File: src/rtl/alu_serial_core_if.sv
// Byte-serial ALU core handshake bundle.
// Input byte channel, output byte channel and status.
interface alu_serial_core_if;
  logic [7:0] in_byte;
  logic       in_valid;
  logic       in_ready;
  logic [2:0] op;
  logic [7:0] out_byte;
  logic       out_valid;
  logic       out_ready;
  logic [3:0] flags;
  logic       busy;

  modport slave (
    input  in_byte, in_valid, op, out_ready,
    output in_ready, out_byte, out_valid, flags, busy
  );

  modport master (
    output in_byte, in_valid, op, out_ready,
    input  in_ready, out_byte, out_valid, flags, busy
  );
endinterface

File: src/rtl/alu_serial_core.sv
// Byte-serial integer ALU: loads A then B LSB-first,
// executes one op, streams the result back out.
module alu_serial_core #(
  parameter int WIDTH = 32
) (
  input  logic clk,
  input  logic rst_n,
  input  logic ena,
  alu_serial_core_if.slave bus
);

  localparam int NB = WIDTH / 8;
  localparam int CW = (NB > 1) ? $clog2(NB) : 1;
  localparam int SW = $clog2(WIDTH);
  localparam int M  = WIDTH - 1;

  typedef enum logic [1:0] {
    LOAD_A, LOAD_B, EXEC, SEND
  } state_t;

  state_t           r_state;
  logic [CW-1:0]    r_cnt;
  logic [WIDTH-1:0] r_a;
  logic [WIDTH-1:0] r_b;
  logic [WIDTH-1:0] r_r;
  logic [2:0]       r_op;
  logic [3:0]       r_flags;

  logic             w_last;
  logic [WIDTH:0]   w_sum;
  logic [WIDTH-1:0] w_diff;
  logic [SW-1:0]    w_sh;
  logic [WIDTH-1:0] w_res;
  logic             w_c;
  logic             w_v;

  assign w_last = (r_cnt == CW'(NB - 1));
  assign w_sum  = {1'b0, r_a} + {1'b0, r_b};
  assign w_diff = r_a - r_b;
  assign w_sh   = r_b[SW-1:0];

  always_comb begin
    w_res = '0;
    w_c   = 1'b0;
    w_v   = 1'b0;
    unique case (r_op)
      3'b000: begin
        w_res = w_sum[WIDTH-1:0];
        w_c   = w_sum[WIDTH];
        w_v   = (r_a[M] == r_b[M]) &&
                (w_sum[M] != r_a[M]);
      end
      3'b001: begin
        w_res = w_diff;
        w_c   = (r_a >= r_b);
        w_v   = (r_a[M] != r_b[M]) &&
                (w_diff[M] != r_a[M]);
      end
      3'b010: w_res = r_a & r_b;
      3'b011: w_res = r_a | r_b;
      3'b100: w_res = r_a ^ r_b;
      3'b101: w_res = r_a << w_sh;
      3'b110: w_res = r_a >> w_sh;
      3'b111: w_res = {{(WIDTH-1){1'b0}},
                       $signed(r_a) < $signed(r_b)};
    endcase
  end

  always_ff @(posedge clk or negedge rst_n) begin
    if (!rst_n) begin
      r_state <= LOAD_A;
      r_cnt   <= '0;
      r_a     <= '0;
      r_b     <= '0;
      r_r     <= '0;
      r_op    <= '0;
      r_flags <= '0;
    end else if (ena) begin
      unique case (r_state)
        LOAD_A: if (bus.in_valid) begin
          r_a[{r_cnt, 3'b000} +: 8] <= bus.in_byte;
          if (r_cnt == '0) r_op <= bus.op;
          if (w_last) begin
            r_cnt   <= '0;
            r_state <= LOAD_B;
          end else begin
            r_cnt <= r_cnt + CW'(1);
          end
        end
        LOAD_B: if (bus.in_valid) begin
          r_b[{r_cnt, 3'b000} +: 8] <= bus.in_byte;
          if (w_last) begin
            r_cnt   <= '0;
            r_state <= EXEC;
          end else begin
            r_cnt <= r_cnt + CW'(1);
          end
        end
        EXEC: begin
          r_r     <= w_res;
          r_flags <= {w_v, w_res[M], w_c, w_res == '0};
          r_cnt   <= '0;
          r_state <= SEND;
        end
        SEND: if (bus.out_ready) begin
          if (w_last) begin
            r_cnt   <= '0;
            r_state <= LOAD_A;
          end else begin
            r_cnt <= r_cnt + CW'(1);
          end
        end
      endcase
    end
  end

  // Handshakes are pure decodes so a low ena drops them the same cycle.
  assign bus.in_ready  = ena && (r_state == LOAD_A ||
                                 r_state == LOAD_B);
  assign bus.out_valid = ena && (r_state == SEND);
  assign bus.out_byte  = (r_state == SEND) ?
                         r_r[{r_cnt, 3'b000} +: 8] : 8'h00;
  assign bus.flags     = r_flags;
  assign bus.busy      = !(r_state == LOAD_A && r_cnt == '0);

endmodule

File: src/flat_wrapper.sv
// flat-port wrapper written by rule: the top's interface ports become plain ports
module alu_serial_core_flat 
#(
  parameter int WIDTH = 32
)
  (clk, rst_n, ena, bus_in_byte, bus_in_valid, bus_op, bus_out_ready, bus_in_ready, bus_out_byte, bus_out_valid, bus_flags, bus_busy);
  alu_serial_core_if bus_i ();
  input  logic clk;
  input  logic rst_n;
  input  logic ena;
  input wire logic [$bits(bus_i.in_byte)-1:0] bus_in_byte;
  input wire logic [$bits(bus_i.in_valid)-1:0] bus_in_valid;
  input wire logic [$bits(bus_i.op)-1:0] bus_op;
  input wire logic [$bits(bus_i.out_ready)-1:0] bus_out_ready;
  output wire logic [$bits(bus_i.in_ready)-1:0] bus_in_ready;
  output wire logic [$bits(bus_i.out_byte)-1:0] bus_out_byte;
  output wire logic [$bits(bus_i.out_valid)-1:0] bus_out_valid;
  output wire logic [$bits(bus_i.flags)-1:0] bus_flags;
  output wire logic [$bits(bus_i.busy)-1:0] bus_busy;
  assign bus_i.in_byte = bus_in_byte;
  assign bus_i.in_valid = bus_in_valid;
  assign bus_i.op = bus_op;
  assign bus_i.out_ready = bus_out_ready;
  assign bus_in_ready = bus_i.in_ready;
  assign bus_out_byte = bus_i.out_byte;
  assign bus_out_valid = bus_i.out_valid;
  assign bus_flags = bus_i.flags;
  assign bus_busy = bus_i.busy;
  alu_serial_core #(.WIDTH(WIDTH)) u_core (.clk(clk), .rst_n(rst_n), .ena(ena), .bus(bus_i));
endmodule
File: config.mk
export PLATFORM = sky130hd
export DESIGN_NAME = alu_serial_core_flat
export DESIGN_NICKNAME = d
export VERILOG_FILES = /design/src/rtl/alu_serial_core_if.sv /design/src/rtl/alu_serial_core.sv /design/src/flat_wrapper.sv
export SDC_FILE = /design/constraint.sdc
export NUM_CORES = 1
export LEC_CHECK = 0
export ABC_CLOCK_PERIOD_IN_PS = 13000
export BUFFER_PORTS_ARGS = -buffer_cell sky130_fd_sc_hd__buf_2
export CAP_MARGIN = 15
export CORE_AREA = 2 2 235 214
export CTS_CLUSTER_SIZE = 30
export DETAILED_ROUTE_END_ITERATION = 6
export DIE_AREA = 0 0 237 216
export SLEW_MARGIN = 25
export SYNTH_ARGS = -nofsm -noshare
export SYNTH_HDL_FRONTEND = slang
export SYNTH_SLANG_ARGS = --single-unit
File: constraint.sdc
create_clock -name clk -period 13 [get_ports clk]
set_clock_uncertainty 0.2 [all_clocks]
set_input_delay 0.65 -clock clk [delete_from_list [all_inputs] [get_ports clk]]
set_output_delay 0.65 -clock clk [all_outputs]
set_load 0.1 [all_outputs]
==> results.toml <==
[outcome]
status = "complete, no violations"

[critical_path]
critical-path-top-delay-family = "compound AO/OA/AOI/OAI gates"
cp_slowest_cell = "a221oi_1"
path_max_fanout = 42
cp.arrival_ns = 5.42
worstRegToRegCells = 14
critPathMaxStageDelay_ns = 0.76
crit-reg2reg-launch = "u_core.r_b[1]$_DFFE_PN0P_"
crit_type = "reg2reg"
cp-start-kind = "register"
r2r-end = "u_core.bus.flags[0]$_DFFE_PN0P_"
end_kind = "register"
path_buf_inv = 2
rrSetupSlack_ns = 7.66
worstPathCellList = "inv_1 -> buf_4 -> ha_1 -> a211oi_1 -> o211ai_1 -> a2111oi_0 -> o31ai_1 -> o211ai_1 -> xnor2_1 -> a221oi_1 -> o2111ai_1 -> a2111oi_2 -> nand2_1 -> o31ai_1"
critPathRequiredTime_ns = 13.08

[yosys]
synth_edf_count = 0
ys_seq_area_share_pct = 19.0
ys_async_sr_fraction_pct = 100
ys.flop_type = "dfrtp_1"
netlist_instances = 1771
syn_avg_cell_area_um2 = 7.90
yosys_warnings = 0
synth.net_count = 1897
yosysUniqueCellTypes = 96
netlist_area_um2 = 14000
ys_ff_latch = 106

[timing]
min_period_ns = 5.34
setup_violations = 0
worst_pin_slew_ns = 1.02
rsz0062_at_grt = "false"
period_share_pct = 41.0
setup_tns_ns = 0
fmax_mhz = 187
slew_viol_final = 0
relSlewSlack_pct = 31.9
final-hold-violation-count = 0

[placement]
detailed_place_hpwl_mm = 50.0
port_buffers = 30
place.gp.congestion = 1.03

[drt]
drt-initial-drc-count = 1955
drt_pre_antenna_iters = 6
drc = 0
vias = 14412
ant_nets = 0
route.final.wire_length_mm = 64.6
avgViaCountPerCell = 6.19
wl_per_cell_um = 27.7

[power_and_ir_drop]
p_leak_uw = 0.00557
clockPowerShare_pct = 7.2
p_sw_uw = 2620
powerDensity_nw_per_um2 = 292
vdd_drop_max_v = 0.000104
power_uw = 4320
p_seq_share_pct = 15.3
power.internal_uw = 1700
pwr-share-comb_pct = 77.5
sw_frac_of_total_pct = 60.6

[die]
die_y_um = 216
ioPinCount = 31
start_util_pct = 28.8
die-area_um2 = 51200
die-width_um = 237
core_um2 = 48700
row_count = 77

[clock_network]
post-cts-setup-buffer-count = 0
clock-root-buffer = "clkbuf_16"
cts_max_path_buffers = 2
cts.sinks = 106
cts_tree = "yes"
holdBufCountCts = 0
cts_resized = 0
htreeDepth = 3
path_clk_slew_ns = 0.08
numCtsBuffers = 9
clock_latency_ns = 0.39

[global_route]
antenna_found_initial = 4
grt_pass1_wl_mm = 94.7
grt_pass1_vias = 13333
grt_max_degree = 66
overflow = 0
grt_use_total_pct = 24.9

[flow_run]
drv_cap = 0

[final_layout]
syn_to_final_growth_pct = 5.74
finalNetCount = 1818
final_util_pct = 30.4
drive_gt1_share_pct = 12.0

[hold_path]
hp-class = "in2async"
[cells by family after synthesis]
logic type / after synthesis / synth area share [%]
simple gates: 601 / 20.1
buf+inv: 253 / 7.79
fa+ha+maj: 110 / 9.94
mux: 147 / 16.4
flops: 106 / 19.0
compound gates: 534 / 25.5
xor+xnor: 20 / 1.25
[cell usage after synthesis, types with 5 or more instances]
master,n,area [µm²]
a221oi_1,17,149
mux2_2,33,372
a221o_1,9,90.1
nor4_1,15,93.8
nor3b_1,6,45.0
nand2b_1,22,138
and2_1,18,113
nand3_1,32,160
o2111ai_1,10,87.6
nand4_1,19,119
a211oi_1,22,165
mux2i_1,48,480
o21bai_1,8,60.1
a211o_1,5,43.8
a31oi_1,15,93.8
clkbuf_1,85,319
buf_2,29,145
o22ai_1,15,93.8
xor2_1,7,61.3
nor3_1,40,200
a21oi_1,95,475
or3_1,9,56.3
o21a_1,13,97.6
a21o_1,11,82.6
ha_1,108,1350
o211ai_1,23,173
a311oi_1,6,52.6
o221ai_1,17,149
and3_1,13,81.3
mux4_2,61,1370
buf_6,10,113
or2_2,6,37.5
dfrtp_1,106,2650
a22oi_1,18,135
o31ai_1,18,135
o21ai_0,158,791
inv_1,103,387
nor2b_1,28,175
nand2_1,263,987
buf_4,5,37.5
a32oi_1,6,52.6
xnor2_1,13,114
buf_1,17,63.8
nor2_1,108,405
o21ai_1,8,40.0
[worst max path at each step]
| stage | start | to | slack (ns) | depth (start not counted) |
|---|---|---|---|---|
| after floorplan | u_core.r_b[1]$_DFFE_PN0P_ | u_core.bus.flags[0]$_DFFE_PN0P_ | 8.61 | 16 |
| after global placement | u_core.r_a[14]$_DFFE_PN0P_ | u_core.bus.flags[0]$_DFFE_PN0P_ | 7.84 | 13 |
| after detailed placement | u_core.r_a[14]$_DFFE_PN0P_ | u_core.bus.flags[0]$_DFFE_PN0P_ | 7.90 | 13 |
| after CTS | u_core.r_a[14]$_DFFE_PN0P_ | u_core.bus.flags[0]$_DFFE_PN0P_ | 7.87 | 13 |
| after global routing | u_core.r_a[14]$_DFFE_PN0P_ | u_core.bus.flags[0]$_DFFE_PN0P_ | 7.52 | 13 |
| final | u_core.r_b[1]$_DFFE_PN0P_ | u_core.bus.flags[0]$_DFFE_PN0P_ | 7.66 | 14 |
[sequential cells by signal (all words and copies together), names as in the netlist]
register,flops
u_core.bus.flags,4
u_core.r_a,32
u_core.r_b,32
u_core.r_cnt,2
u_core.r_op,3
u_core.r_r,31
u_core.r_state,2
[layout by cell type, fill, tap and decap left out, types with 10 or more instances in the layout]
cell type	count
a21o_1	11
o21ai_0	157
o211ai_1	23
a22oi_1	18
o31ai_1	18
nor2_1	108
nor3_1	40
o2111ai_1	10
xnor2_1	13
a31oi_1	15
buf_2	30
and3_1	13
mux4_2	61
o221ai_1	17
nor4_1	15
nand2b_1	22
a211oi_1	22
o21a_1	13
inv_1	102
nor2b_1	27
and2_1	18
buf_4	27
o22ai_1	15
mux2i_1	48
mux2_2	33
a21oi_1	95
nand2_1	263
a221oi_1	17
dfrtp_1	102
ha_1	108
nand4_1	19
nand3_1	32
[power groups by stage]
stage | Clock, µW | Sequential (µW) | Combinational, µW
final | 309 | 663 | 3350
after detailed placement | 0 | 657 | 3250
after floorplan | 0 | 524 | 2320
after CTS | 315 | 650 | 3260
after global placement | 0 | 649 | 3260
after global routing | 328 | 672 | 3570
[metal layers]
layer	vias to the layer above	track usage, %	part of all wire (%)
met3	77	5.31	11
met5	-	0	0
met4	0	5.30	2.2
met2	847	36.6	42
met1	7134	37.1	45
li1	6354	-	-
[per-stage QoR]
step | setup slack [ns] | hold slack, ns | instance area (µm²) | cells
floorplan | 8.61 | 0.154 | 14000 | 1771
detailed placement | 7.90 | 0.270 | 14500 | 2313
global route | 7.52 | 0.151 | 14800 | 2329
finish | 7.66 | 0.121 | 14800 | 2330
global placement | 7.84 | 0.258 | 14500 | 2312
CTS | 7.87 | 0.142 | 14800 | 2329
[area by class of cell]
class,count,area [µm²]
Clock buffer,10,229
Multi-Input combinational cell,1412,10300
Antenna cell,1,2.50
Fill cell,5247,33900
Tap cell,632,791
Timing Repair Buffer,57,353
Inverter,106,398
Sequential cell,106,2660
Clock inverter,6,82.6
Note: power is estimated with default switching activity, not from simulation.
